## src/rtl/led_pattern_gen_pkg.sv

```systemverilog
// Package: led_pkg
// Shared types for the LED pattern generator.
//   led_mode_e : runtime pattern mode selected by mode_i
//   scan_dir_e : travel direction of the bouncing scan and the breathe ramp
package led_pkg;

  typedef enum logic [1:0] {
    LED_COUNT   = 2'd0,
    LED_SCAN    = 2'd1,
    LED_BREATHE = 2'd2,
    LED_MANUAL  = 2'd3
  } led_mode_e;

  typedef enum logic {
    DIR_UP   = 1'b0,
    DIR_DOWN = 1'b1
  } scan_dir_e;

  // Prescaler counter width; DIV is always >= 2 so the result is >= 1.
  function automatic int unsigned prescale_w(input int unsigned div);
    return $clog2(div);
  endfunction

endpackage

```

## src/rtl/led_pattern_gen_prescaler.sv

```systemverilog
// Module: led_prescaler
// Step-rate prescaler for the LED pattern engine.
//   clk    in  system clock
//   rst_n  in  synchronous active-low reset
//   en_i   in  1 = count, 0 = hold (tick_o forced low)
//   clr_i  in  restart the count from 0 (only acts while en_i=1)
//   tick_o out one-cycle strobe while the counter sits at DIV-1
module led_prescaler
  import led_pkg::*;
#(
  parameter int unsigned DIV = 4
) (
  input  logic clk,
  input  logic rst_n,
  input  logic en_i,
  input  logic clr_i,
  output logic tick_o
);

  localparam int unsigned W = prescale_w(DIV);
  localparam logic [W-1:0] LAST = W'(DIV - 1);

  logic [W-1:0] r_cnt;
  logic         w_at_last;

  assign w_at_last = (r_cnt == LAST);
  assign tick_o    = en_i && w_at_last;

  always_ff @(posedge clk) begin
    if (!rst_n) begin
      r_cnt <= '0;
    end else if (en_i) begin
      if (clr_i || w_at_last) r_cnt <= '0;
      else                    r_cnt <= r_cnt + W'(1);
    end
  end

endmodule

```

## src/rtl/led_pattern_gen.sv

```systemverilog
// Module: led_pattern_gen
// Registered N-bit LED pattern engine with a prescaled step strobe.
//   clk        in  system clock
//   rst_n      in  synchronous active-low reset
//   en_i       in  1 = run, 0 = freeze prescaler, pattern state, PWM and leds
//   mode_i     in  0 COUNT, 1 SCAN, 2 BREATHE, 3 MANUAL
//   pattern_i  in  LED value used in MANUAL mode
//   tick_o     out one-cycle step strobe
//   leds       out registered LED drive, active-high
// Build option: define LED_BREATHE_EN to build the BREATHE duty/PWM logic;
// without it mode 2 runs the COUNT pattern with identical timing.
module led_pattern_gen
  import led_pkg::*;
#(
  parameter int unsigned NUM_LEDS     = 5,
  parameter int unsigned PRESCALE_DIV = 2**21,
  parameter int unsigned PWM_W        = 4
) (
  input  logic                clk,
  input  logic                rst_n,
  input  logic                en_i,
  input  logic [1:0]          mode_i,
  input  logic [NUM_LEDS-1:0] pattern_i,
  output logic                tick_o,
  output logic [NUM_LEDS-1:0] leds
);

  localparam int unsigned POS_W = (NUM_LEDS > 1) ? $clog2(NUM_LEDS) : 1;
  localparam logic [POS_W-1:0] POS_LAST = POS_W'(NUM_LEDS - 1);

  led_mode_e           r_mode_q;
  led_mode_e           w_mode_in;
  logic                w_restart;
  logic                w_step;
  logic [NUM_LEDS-1:0] r_count;
  logic [POS_W-1:0]    r_pos,  w_pos_nxt;
  scan_dir_e           r_dir,  w_dir_nxt;
  logic [NUM_LEDS-1:0] w_scan_leds;
  logic [NUM_LEDS-1:0] w_leds_nxt;

  assign w_mode_in = led_mode_e'(mode_i);
  // A mode change restarts every engine and swallows a coincident tick.
  assign w_restart = en_i && (w_mode_in != r_mode_q);
  assign w_step    = tick_o && !w_restart;

  led_prescaler #(.DIV(PRESCALE_DIV)) u_prescaler (
    .clk    (clk),
    .rst_n  (rst_n),
    .en_i   (en_i),
    .clr_i  (w_restart),
    .tick_o (tick_o)
  );

  always_ff @(posedge clk) begin
    if (!rst_n)    r_mode_q <= LED_COUNT;
    else if (en_i) r_mode_q <= w_mode_in;
  end

  // Binary counter, wraps naturally at 2**NUM_LEDS.
  always_ff @(posedge clk) begin
    if (!rst_n)         r_count <= '0;
    else if (w_restart) r_count <= '0;
    else if (w_step)    r_count <= r_count + NUM_LEDS'(1);
  end

  // Scan FSM: state register
  always_ff @(posedge clk) begin
    if (!rst_n) begin
      r_pos <= '0;
      r_dir <= DIR_UP;
    end else begin
      r_pos <= w_pos_nxt;
      r_dir <= w_dir_nxt;
    end
  end

  // Scan FSM: next state. Direction flips on arrival at an end so each end
  // is lit for a single step.
  always_comb begin
    w_pos_nxt = r_pos;
    w_dir_nxt = r_dir;
    if (w_restart) begin
      w_pos_nxt = '0;
      w_dir_nxt = DIR_UP;
    end else if (w_step && (NUM_LEDS > 1)) begin
      unique case (r_dir)
        DIR_UP: begin
          w_pos_nxt = r_pos + POS_W'(1);
          if (r_pos + POS_W'(1) == POS_LAST) w_dir_nxt = DIR_DOWN;
        end
        DIR_DOWN: begin
          w_pos_nxt = r_pos - POS_W'(1);
          if (r_pos == POS_W'(1)) w_dir_nxt = DIR_UP;
        end
        default: ;
      endcase
    end
  end

  // Scan FSM: output
  always_comb begin
    w_scan_leds = NUM_LEDS'(1) << r_pos;
  end

`ifdef LED_BREATHE_EN
  localparam logic [PWM_W-1:0] DUTY_MAX = '1;

  logic [PWM_W-1:0] r_pwm_cnt;
  logic [PWM_W-1:0] r_duty;
  scan_dir_e        r_duty_dir;

  always_ff @(posedge clk) begin
    if (!rst_n) begin
      r_pwm_cnt  <= '0;
      r_duty     <= '0;
      r_duty_dir <= DIR_UP;
    end else if (en_i) begin
      r_pwm_cnt <= r_pwm_cnt + PWM_W'(1);
      if (w_restart) begin
        r_duty     <= '0;
        r_duty_dir <= DIR_UP;
      end else if (w_step) begin
        if (r_duty_dir == DIR_UP) begin
          r_duty <= r_duty + PWM_W'(1);
          if (r_duty + PWM_W'(1) == DUTY_MAX) r_duty_dir <= DIR_DOWN;
        end else begin
          r_duty <= r_duty - PWM_W'(1);
          if (r_duty == PWM_W'(1)) r_duty_dir <= DIR_UP;
        end
      end
    end
  end
`endif

  always_comb begin
    w_leds_nxt = r_count;
    unique case (r_mode_q)
      LED_COUNT:   w_leds_nxt = r_count;
      LED_SCAN:    w_leds_nxt = w_scan_leds;
`ifdef LED_BREATHE_EN
      LED_BREATHE: w_leds_nxt = {NUM_LEDS{r_pwm_cnt < r_duty}};
`else
      LED_BREATHE: w_leds_nxt = r_count;
`endif
      LED_MANUAL:  w_leds_nxt = pattern_i;
      default:     w_leds_nxt = r_count;
    endcase
  end

  always_ff @(posedge clk) begin
    if (!rst_n)    leds <= '0;
    else if (en_i) leds <= w_leds_nxt;
  end

endmodule

```

## config.mk

```make
export PLATFORM = sky130hd
export DESIGN_NAME = led_pattern_gen
export DESIGN_NICKNAME = d
export VERILOG_FILES = /design/src/rtl/led_pattern_gen_pkg.sv /design/src/rtl/led_pattern_gen_prescaler.sv /design/src/rtl/led_pattern_gen.sv
export SDC_FILE = /design/constraint.sdc
export NUM_CORES = 1
export LEC_CHECK = 0
export ABC_AREA = 1
export CORE_MARGIN = 4
export CORE_UTILIZATION = 57
export CTS_CLUSTER_SIZE = 8
export DETAILED_ROUTE_END_ITERATION = 10
export PLACE_DENSITY = 0.78
export RECOVER_POWER = 25
export SLEW_MARGIN = 20
export SYNTH_ARGS = -nofsm -noshare
export SYNTH_HDL_FRONTEND = slang
export SYNTH_SLANG_ARGS = --single-unit
```

## constraint.sdc

```tcl
create_clock -name clk -period 1.7 [get_ports clk]
set_clock_uncertainty 0.1 [all_clocks]
set_input_delay 0.17 -clock clk [delete_from_list [all_inputs] [get_ports clk]]
set_output_delay 0.17 -clock clk [all_outputs]
set_load 0.05 [all_outputs]
```

==> results.sh <==
export IMPL_finalSetupViolations=1
export IMPL_violations="setup timing"
export IMPL_path_cells="ha_4 > nand2_4 > nor2_4 > nand3_4 > nor2_4 > buf_12"
export IMPL_m1WireLength_um=2010
export IMPL_crit_path_start="u_prescaler.r_cnt[0]$_SDFFE_PN0P_"
export IMPL_post_drt_wl_per_cell_um=12.0
export IMPL_synth_edf_count=0
export IMPL_via_count=1906
export IMPL_worst_endpoint_required_ns=1.43
export IMPL_antenna_left=0
export IMPL_synth_area_leaders="dfxtp_1 37%, nand2_1 12%, nor2_1 8.1%, inv_1 6.6%, ha_1 5.6%"
export IMPL_top_layer="met4"
export IMPL_grt_max_degree=15
export IMPL_period_share_pct=101
export IMPL_htreeDepth=2
export IMPL_post_route_util_pct=72.8
export IMPL_syn2layout_area_growth_pct=22.3
export IMPL_cp_max_fo=3
export IMPL_cp_end_kind="output port"
export IMPL_post_synth_top_area_cell="dfxtp_1"
export IMPL_critPathMaxStageDelay_ns=0.37
export IMPL_slowest_stage="dfxtp_2"
export IMPL_rows=21
export IMPL_cts_hold_buf=0
export IMPL_gr_total_overflow=0
export IMPL_pre_cts_ws_ns=-0.102
export IMPL_nets=344
export IMPL_grt_pass1_wl_um=7430
export IMPL_slew_headroom_pct=60.2
export IMPL_drt_iter0_drc=112
export IMPL_cts_buffer_depth=2
export IMPL_final_cells=370
export IMPL_synth_common_cells="63 x nand2_1, 43 x nor2_1, 37 x dfxtp_1, 35 x inv_1, 16 x nand3_1"
export IMPL_wl_met3_um=179
export IMPL_synth_area_um2=2000
export IMPL_critPathArrivalTime_ns=1.45
export IMPL_grt_usage_pct=21.6
export IMPL_dr_pass1_iters=4
export IMPL_finalCriticalPeriod_ns=1.72
export IMPL_nFillCells=295
export IMPL_io_pins=16
export IMPL_async_reset_ff_share_pct=0
export IMPL_synth_cell_types=32
export IMPL_status="finished, violations left"
export IMPL_finalWeightedCongestion=0.919
export IMPL_drive_above_1_share_pct=21.3
export IMPL_synth_fa_ha_area_share_pct=5.63
export IMPL_clkSlewWorstSetupHoldPaths_ns=0.10
export IMPL_wl_met2_um=2180
export IMPL_clockRootBuffer="clkbuf_4"
export IMPL_synth_nets=303
export IMPL_worst_slew_pin_transition_ns=0.600
export IMPL_clock_sink_count=37
export IMPL_grt_antenna_before_repair=0
export IMPL_yosys_warnings=0
export IMPL_initial_utilization_pct=59.5
export IMPL_die_area_um2=4520
export IMPL_rr_startpoint="u_prescaler.r_cnt[0]$_SDFFE_PN0P_"
export IMPL_finalWirelength_um=4450
export IMPL_ys_ff_latch=37
export IMPL_synth_simple_gate_area_share_pct=33.0
export IMPL_synth_area_per_cell_um2=7.04
export IMPL_hold_viol=0
export IMPL_synth_compound_area_share_pct=11.6
export IMPL_timing_fmax_mhz=582
export IMPL_place_inst=359
export IMPL_dp_hpwl_um=3250
export IMPL_maxSlewViolCount=0
export IMPL_ys_dominant_reg_cell="dfxtp_1"
export IMPL_worst_path_most_repeated_cell="nor2_4"
export IMPL_drc=0
export IMPL_routed_via_density=5.15
export IMPL_yosysMostFrequentCell="nand2_1"
export IMPL_clock_latency_ns=0.34
export IMPL_portBuffers=15
export IMPL_syn_inst=284
export IMPL_critical_path_class="reg2out"
export IMPL_cts_buffers=5
export IMPL_grt_pass1_vias=1721
export IMPL_rsz0062_at_grt="yes"
export IMPL_cap_violations=0
export IMPL_synthXorXnorAreaFrac_pct=3.50
export IMPL_cts_tree="yes"
export IMPL_power_density_nw_per_um2=602
export IMPL_min_path_type="in2reg"
export IMPL_synth_seq_area_share_pct=37.0
export IMPL_tns_ns=-0.0186
export IMPL_core_area_um2=3360
export IMPL_cp_start_kind="flop"
export IMPL_synth_top_cell_area_share_pct=37.0
export IMPL_irDropWorstVdd_uv=440
export IMPL_synth_top_family_by_area="simple AND/OR/NAND/NOR gates"
export IMPL_leakagePower_uw=0.000970
export IMPL_die_w_um=67.2
export IMPL_dieHeight_um=67.2
export IMPL_hold_path_startpoint="mode_i[0]"
export IMPL_synth_mux_area_share_pct=0
export IMPL_fin_ws_ns=-0.0186
export IMPL_n_antenna_cell=0
## critical path, delay by kind of cell (launching register included)
kind / cells / cell delay [ns]
fa+ha+maj: 1 / 0.15
flops: 1 / 0.37
buf+inv: 1 / 0.15
simple gates: 4 / 0.44
## metal layers
metal	vias to the layer above	track usage [%]
met2	35	36.9
met5	-	0
met1	868	25.7
met4	0	7.34
met3	9	6.49
li1	994	-
## through the flow
step                cell area (um2)  total power [uW]  hold slack, ns
floorplan                      2000              1000           0.197
global placement               2320              1070           0.359
detailed placement             2320              1080           0.378
CTS                            2420              1490           0.302
global route                   2450              1550           0.306
finish                         2450              1470           0.322
## final cells by class
| class | count | area, um2 | share of cell area, % |
|---|---|---|---|
| multi-input combinational | 203 | 1140 | 46.4 |
| sequential | 37 | 758 | 31.0 |
| timing repair buffer | 38 | 302 | 12.3 |
| inverter | 40 | 151 | 6.19 |
| tap | 46 | 57.6 | 2.35 |
| clock buffer | 5 | 37.5 | 1.53 |
| clock inverter | 1 | 5.00 | 0.204 |
## registers in the layout (all words and copies together) (netlist names)
name	cells
u_prescaler.r_cnt	21
leds	5
r_count	5
r_pos	3
r_mode_q	2
r_dir	1
## cell families (layout without fill, tap and decap cells)
| family | count (synthesis) | count (layout) |
|---|---|---|
| AND/OR/NAND/NOR | 146 | 146 |
| adder cells (fa/ha/maj) | 9 | 9 |
| XOR/XNOR | 8 | 8 |
| buffers and inverters | 44 | 84 |
| flip-flops | 37 | 37 |
| AO/OA/AOI/OAI | 40 | 40 |
## final timing paths
kind / depth (start not counted) / slack (ns) / to
setup / recovery: 6 / -0.02 / tick_o
hold reg to reg: 2 / 0.40 / r_count[4]$_SDFFE_PP0P_
hold / removal: 3 / 0.32 / r_mode_q[0]$_SDFFE_PN0P_
setup reg to reg: 11 / 0.06 / u_prescaler.r_cnt[20]$_SDFFE_PN0P_
## report_power, final
part | leakage [uW] | internal, uW | switching, uW
Clock | 0.0000269 | 143 | 276
Combinational | 0.000637 | 63.5 | 103
Sequential | 0.000306 | 877 | 9.39
Total | 0.000970 | 1080 | 388
## timing repair
action                                  4_1_cts  5_1_grt
endpoints found under the setup margin        1       12
setup buffers                                 3        3
pin swaps                                     5        4
gates resized for setup                      11       18
## cell usage in the layout (no fill, tap or decap), types with 3 or more instances in the layout
| cell type | synthesis | routed |
|---|---|---|
| dfxtp_2 | 0 | 11 |
| dfxtp_1 | 37 | 25 |
| ha_1 | 9 | 8 |
| nor2_1 | 43 | 39 |
| nand2_1 | 63 | 61 |
| o21ai_0 | 11 | 11 |
| xor2_1 | 6 | 6 |
| clkdlybuf4s50_1 | 0 | 9 |
| nor2_4 | 4 | 7 |
| nand3_1 | 16 | 14 |
| nor3_1 | 5 | 5 |
| clkbuf_4 | 0 | 5 |
| inv_2 | 5 | 3 |
| o21ai_1 | 4 | 3 |
| inv_1 | 35 | 36 |
| nor2_2 | 2 | 3 |
| nand4_1 | 7 | 7 |
| buf_4 | 0 | 23 |
| a221oi_1 | 3 | 3 |
| clkbuf_1 | 1 | 5 |
| a21oi_1 | 13 | 13 |
| a31oi_1 | 4 | 4 |
Power figures use the tool's default switching activity.
